File: src/rtl/vga_timing_gen.sv
// Parametrised display timing generator: a clock-enable divider paces the pixel counters,
// and every output is registered from the next-state counter values so all outputs stay aligned.
module vga_timing_gen #(
   parameter int H_VISIBLE = 640,
   parameter int H_FRONT   = 16,
   parameter int H_SYNC    = 96,
   parameter int H_BACK    = 48,
   parameter int V_VISIBLE = 480,
   parameter int V_FRONT   = 10,
   parameter int V_SYNC    = 2,
   parameter int V_BACK    = 33,
   parameter bit HSYNC_POL = 1'b0,
   parameter bit VSYNC_POL = 1'b0,
   parameter int CLK_DIV   = 4,
   parameter int CNT_W     = 10
) (
   input  logic             clk,
   input  logic             reset,
   output logic [CNT_W-1:0] x,
   output logic [CNT_W-1:0] y,
   output logic             hsync,
   output logic             vsync,
   output logic             video_on,
   output logic             pix_en,
   output logic             line_start,
   output logic             frame_start
);

   localparam int H_TOTAL = H_VISIBLE + H_FRONT + H_SYNC + H_BACK;
   localparam int V_TOTAL = V_VISIBLE + V_FRONT + V_SYNC + V_BACK;
   localparam int DIV_W   = (CLK_DIV > 1) ? $clog2(CLK_DIV) : 1;

   localparam logic [DIV_W-1:0] DIV_LAST = DIV_W'(CLK_DIV - 1);
   localparam logic [CNT_W-1:0] X_LAST   = CNT_W'(H_TOTAL - 1);
   localparam logic [CNT_W-1:0] Y_LAST   = CNT_W'(V_TOTAL - 1);

   // One extra bit so window ends equal to 2**CNT_W still compare correctly.
   localparam logic [CNT_W:0] H_VIS    = (CNT_W+1)'(H_VISIBLE);
   localparam logic [CNT_W:0] HS_START = (CNT_W+1)'(H_VISIBLE + H_FRONT);
   localparam logic [CNT_W:0] HS_END   = (CNT_W+1)'(H_VISIBLE + H_FRONT + H_SYNC);
   localparam logic [CNT_W:0] V_VIS    = (CNT_W+1)'(V_VISIBLE);
   localparam logic [CNT_W:0] VS_START = (CNT_W+1)'(V_VISIBLE + V_FRONT);
   localparam logic [CNT_W:0] VS_END   = (CNT_W+1)'(V_VISIBLE + V_FRONT + V_SYNC);

   if (H_SYNC < 1 || V_SYNC < 1) begin : g_bad_sync
      $error("vga_timing_gen: sync widths must be at least 1");
   end
   if (CLK_DIV < 1) begin : g_bad_div
      $error("vga_timing_gen: CLK_DIV must be at least 1");
   end
   if (H_TOTAL > (1 << CNT_W) || V_TOTAL > (1 << CNT_W)) begin : g_bad_width
      $error("vga_timing_gen: CNT_W too narrow for the configured totals");
   end

   logic [DIV_W-1:0] div_cnt;
   logic [DIV_W-1:0] div_next;
   logic [CNT_W-1:0] x_next;
   logic [CNT_W-1:0] y_next;
   logic             running;
   logic             hs_active;
   logic             vs_active;
   logic             video_next;
   logic             pix_next;
   logic             line_next;
   logic             frame_next;

   // The first clk after reset release shows pixel (0,0) without advancing anything,
   // so that pixel gets its full CLK_DIV clks.
   always_comb begin
      div_next = div_cnt;
      x_next   = x;
      y_next   = y;
      if (running) begin
         if (div_cnt == DIV_LAST) begin
            div_next = '0;
            if (x == X_LAST) begin
               x_next = '0;
               y_next = (y == Y_LAST) ? '0 : y + 1'b1;
            end else begin
               x_next = x + 1'b1;
            end
         end else begin
            div_next = div_cnt + 1'b1;
         end
      end
   end

   always_comb begin
      hs_active  = ({1'b0, x_next} >= HS_START) && ({1'b0, x_next} < HS_END);
      vs_active  = ({1'b0, y_next} >= VS_START) && ({1'b0, y_next} < VS_END);
      video_next = ({1'b0, x_next} < H_VIS) && ({1'b0, y_next} < V_VIS);
      pix_next   = (div_next == DIV_LAST);
      line_next  = (div_next == '0) && (x_next == '0);
      frame_next = line_next && (y_next == '0);
   end

   always_ff @(posedge clk) begin
      if (reset) begin
         running     <= 1'b0;
         div_cnt     <= '0;
         x           <= '0;
         y           <= '0;
         hsync       <= ~HSYNC_POL;
         vsync       <= ~VSYNC_POL;
         video_on    <= 1'b0;
         pix_en      <= 1'b0;
         line_start  <= 1'b0;
         frame_start <= 1'b0;
      end else begin
         running     <= 1'b1;
         div_cnt     <= div_next;
         x           <= x_next;
         y           <= y_next;
         hsync       <= hs_active ? HSYNC_POL : ~HSYNC_POL;
         vsync       <= vs_active ? VSYNC_POL : ~VSYNC_POL;
         video_on    <= video_next;
         pix_en      <= pix_next;
         line_start  <= line_next;
         frame_start <= frame_next;
      end
   end

endmodule
File: config.mk
export PLATFORM = sky130hd
export DESIGN_NAME = vga_timing_gen
export DESIGN_NICKNAME = d
export VERILOG_FILES = /design/src/rtl/vga_timing_gen.sv
export SDC_FILE = /design/constraint.sdc
export NUM_CORES = 1
export LEC_CHECK = 0
export CAP_MARGIN = 0
export CORE_UTILIZATION = 35
export CTS_CLUSTER_DIAMETER = 40
export DETAILED_ROUTE_END_ITERATION = 7
export PLACE_DENSITY = 0.64
export SYNTH_ARGS = -nofsm -noshare
export SYNTH_HDL_FRONTEND = slang
export SYNTH_SLANG_ARGS = --single-unit
File: constraint.sdc
create_clock -name clk -period 2.62 [get_ports clk]
set_input_delay 0.262 -clock clk [delete_from_list [all_inputs] [get_ports clk]]
set_output_delay 0.262 -clock clk [all_outputs]
set_load 0.02 [all_outputs]
==> results.sh <==
export IMPL_status="finished, final reports clean"
export IMPL_root_buffer="clkbuf_8"
export IMPL_syn_inst=187
export IMPL_ys_seq_area_frac=0.365
export IMPL_rsz0062_at_grt="no"
export IMPL_cpMostUsedCell="and4_1"
export IMPL_io_pins=28
export IMPL_fmax_ghz=0.425
export IMPL_synth_ff_type="dfxtp_1"
export IMPL_cp_max_fo=12
export IMPL_antenna_found_initial=0
export IMPL_syn_to_final_growth_pct=25.4
export IMPL_ys_top_cells_by_count="dfxtp_1, nor2_1, nand2_1"
export IMPL_initial_utilization=0.365
export IMPL_vias=1426
export IMPL_grt_max_degree=24
export IMPL_n_fill_cell=430
export IMPL_rr_endpoint="frame_start"
export IMPL_grt_pass1_wl_um=6360
export IMPL_critPathKind="flip-flop to flip-flop"
export IMPL_yosys_area_top_type="dfxtp_1"
export IMPL_worst_path_buf_inv=0
export IMPL_cts_resized_gates=0
export IMPL_cp_required_ns=2.85
export IMPL_final_hold_viol_count=0
export IMPL_clock_latency_ns=0.28
export IMPL_drv_cap=0
export IMPL_r2r_cells=7
export IMPL_register_area_um2=581
export IMPL_cts_tree="done"
export IMPL_drv_slew=0
export IMPL_die_y_um=69.4
export IMPL_drtIter0Drc=103
export IMPL_grt_overflow=0
export IMPL_drt_pass1_iterations=4
export IMPL_cts_max_level=2
export IMPL_portBuffers=27
export IMPL_synthTopCellsByArea="dfxtp_1, nor2_1, xor2_1"
export IMPL_ys_async_sr_fraction=0
export IMPL_worstMarginPinSlew_ns=0.395
export IMPL_cts_clk_slew_worst_paths_ns=0.07
export IMPL_nets=221
export IMPL_cp_top_family="simple AND/OR/NAND/NOR gates"
export IMPL_cts_sinks=29
export IMPL_drtAntennaViolNets=0
export IMPL_yosys_cell_count_top_type="dfxtp_1"
export IMPL_routabilityCongestion=0.797
export IMPL_cp_slowest_stage_delay_ns=0.47
export IMPL_fin_skew_ns=0.00740
export IMPL_crit_path_end="frame_start"
export IMPL_end_kind="flip-flop"
export IMPL_holdCritPathClass="flip-flop to flip-flop"
export IMPL_die_w_um=69.4
export IMPL_mappedNetlistArea_mm2=0.00159
export IMPL_post_cts_buffers=0
export IMPL_yosys_register_bits=29
export IMPL_timing_hold_ws_ns=0.560
export IMPL_crit_path_start_kind="flip-flop"
export IMPL_worst_endpoint_arrival_ns=2.58
export IMPL_regToRegSetupSlack_ns=0.27
export IMPL_rows=24
export IMPL_finalSetupViolCount=0
export IMPL_fin_crit_ns=2.35
export IMPL_yosys_cell_types_count=45
export IMPL_multi_input_area_um2=938
export IMPL_via_per_inst=5.34
export IMPL_antenna_diode_count=0
export IMPL_dp_hpwl_um=2600
export IMPL_power_density_mw_per_mm2=445
export IMPL_ctsLongestPathBuffers=2
export IMPL_detail_route_wl_per_cell_um=13.6
export IMPL_cellLeakagePower_nw=0.710
export IMPL_relSlewSlack=0.737
export IMPL_crit_start="x[1]"
export IMPL_peakVddDrop_mv=0.177
export IMPL_synthesis_nets=193
export IMPL_drc=0
export IMPL_synth_top_area_frac=0.365
export IMPL_grt_pass1_vias=1380
export IMPL_setup_tns_ns=0
export IMPL_crit_cells=7
export IMPL_ctsHoldBuffers=0
export IMPL_core_area_mm2=0.00435
export IMPL_crit_slowest_cell="and4_1"
export IMPL_synth_edf_count=0
export IMPL_timing_rr_start="x[1]"
export IMPL_syn_avg_cell_area_um2=8.50
export IMPL_dieArea_mm2=0.00481
export IMPL_drive_above_1_share=0.0791
export IMPL_ys_warnings_count=0
export IMPL_track_usage=0.165
export IMPL_post_route_period_util=0.898
export IMPL_wl_um=3620
export IMPL_cts_buffers=5
export IMPL_path_cells="ha_1 > and4_1 > and4_1 > nand4_1 > xor2_1 > and3_1 > and4_1"
[power by group]
group          internal (mW)  total, mW  switching (mW)
logic                 0.0229     0.0491          0.0262
registers              0.450      0.456         0.00594
clock network          0.208      0.382           0.174
total                  0.681      0.887           0.206
[kinds of logic after synthesis]
logic type / Yosys count / synth area share
XOR/XNOR: 14 / 0.0772
adder cells (fa/ha/maj): 4 / 0.0315
flip-flops: 29 / 0.365
multiplexers: 2 / 0.0126
AO/OA/AOI/OAI: 30 / 0.125
AND/OR/NAND/NOR: 92 / 0.344
buffers and inverters: 16 / 0.0441
[metrics by stage]
step | setup WS, ns | util | power, mW | cells | instance area, um^2
floorplan | 0.385 | - | 0.496 | 187 | 1590
global placement | 0.379 | 0.438 | 0.515 | 260 | 1910
detailed placement | 0.293 | 0.438 | 0.515 | 260 | 1910
CTS | 0.268 | 0.458 | 0.897 | 267 | 1990
global route | 0.0208 | 0.458 | 0.931 | 267 | 1990
finish | 0.268 | 0.458 | 0.887 | 267 | 1990
[registers in the layout, summed over array words and instances, names as in the netlist]
register	cells
vsync	1
line_start	1
x	10
video_on	1
y	10
pix_en	1
div_cnt	2
frame_start	1
running	1
hsync	1
[final cells by class]
cell class | instances | share of cell area
multi-input combinational | 142 | 0.471
sequential | 29 | 0.291
timing repair buffer | 31 | 0.151
clock buffer | 7 | 0.0433
tap | 52 | 0.0326
inverter | 6 | 0.0113
[metal layers]
metal  share of wire  vias to the layer above  global-route usage
li1                -                      727                   -
met1            0.48                      664               0.214
met2            0.45                       29               0.256
met3           0.045                        6              0.0494
met4           0.017                        0              0.0612
met5               0                        -                   0
[cell usage in the layout (no fill, tap or decap), types with 2 or more instances in the layout]
| cell type | count |
|---|---|
| dfxtp_1 | 29 |
| clkdlybuf4s50_1 | 27 |
| nor2_1 | 26 |
| nand2_1 | 14 |
| nand3_1 | 8 |
| a21oi_1 | 8 |
| nand4_1 | 8 |
| xor2_1 | 8 |
| nor3_1 | 8 |
| inv_1 | 6 |
| xnor2_1 | 6 |
| clkbuf_8 | 6 |
| o21ai_0 | 5 |
| and4_1 | 4 |
| and2_1 | 4 |
| and3_1 | 4 |
| ha_1 | 4 |
| buf_4 | 4 |
| o21a_1 | 3 |
| nor4b_4 | 2 |
| or4_1 | 2 |
| nor3b_1 | 2 |
| o211ai_1 | 2 |
| a22o_1 | 2 |
| mux2i_1 | 2 |
[how the worst min path moves through the flow]
stage	slack, ns	cells after the start	endpoint	start
floorplan	0.34	1	running	reset
global placement	0.53	2	div_cnt[1]	div_cnt[1]
detailed placement	0.55	2	div_cnt[1]	div_cnt[1]
CTS	0.57	2	div_cnt[1]	div_cnt[1]
global route	0.63	2	div_cnt[1]	div_cnt[1]
finish	0.56	2	div_cnt[1]	div_cnt[1]
[worst register-to-register path: cells and delay by family, from the launching register on]
family                   cells  cell delay [ns]
adder cells (fa/ha/maj)      1             0.26
AND/OR/NAND/NOR              5             1.29
flip-flops                   1             0.41
XOR/XNOR                     1             0.34
No activity file was read; power rests on OpenSTA's default activity.
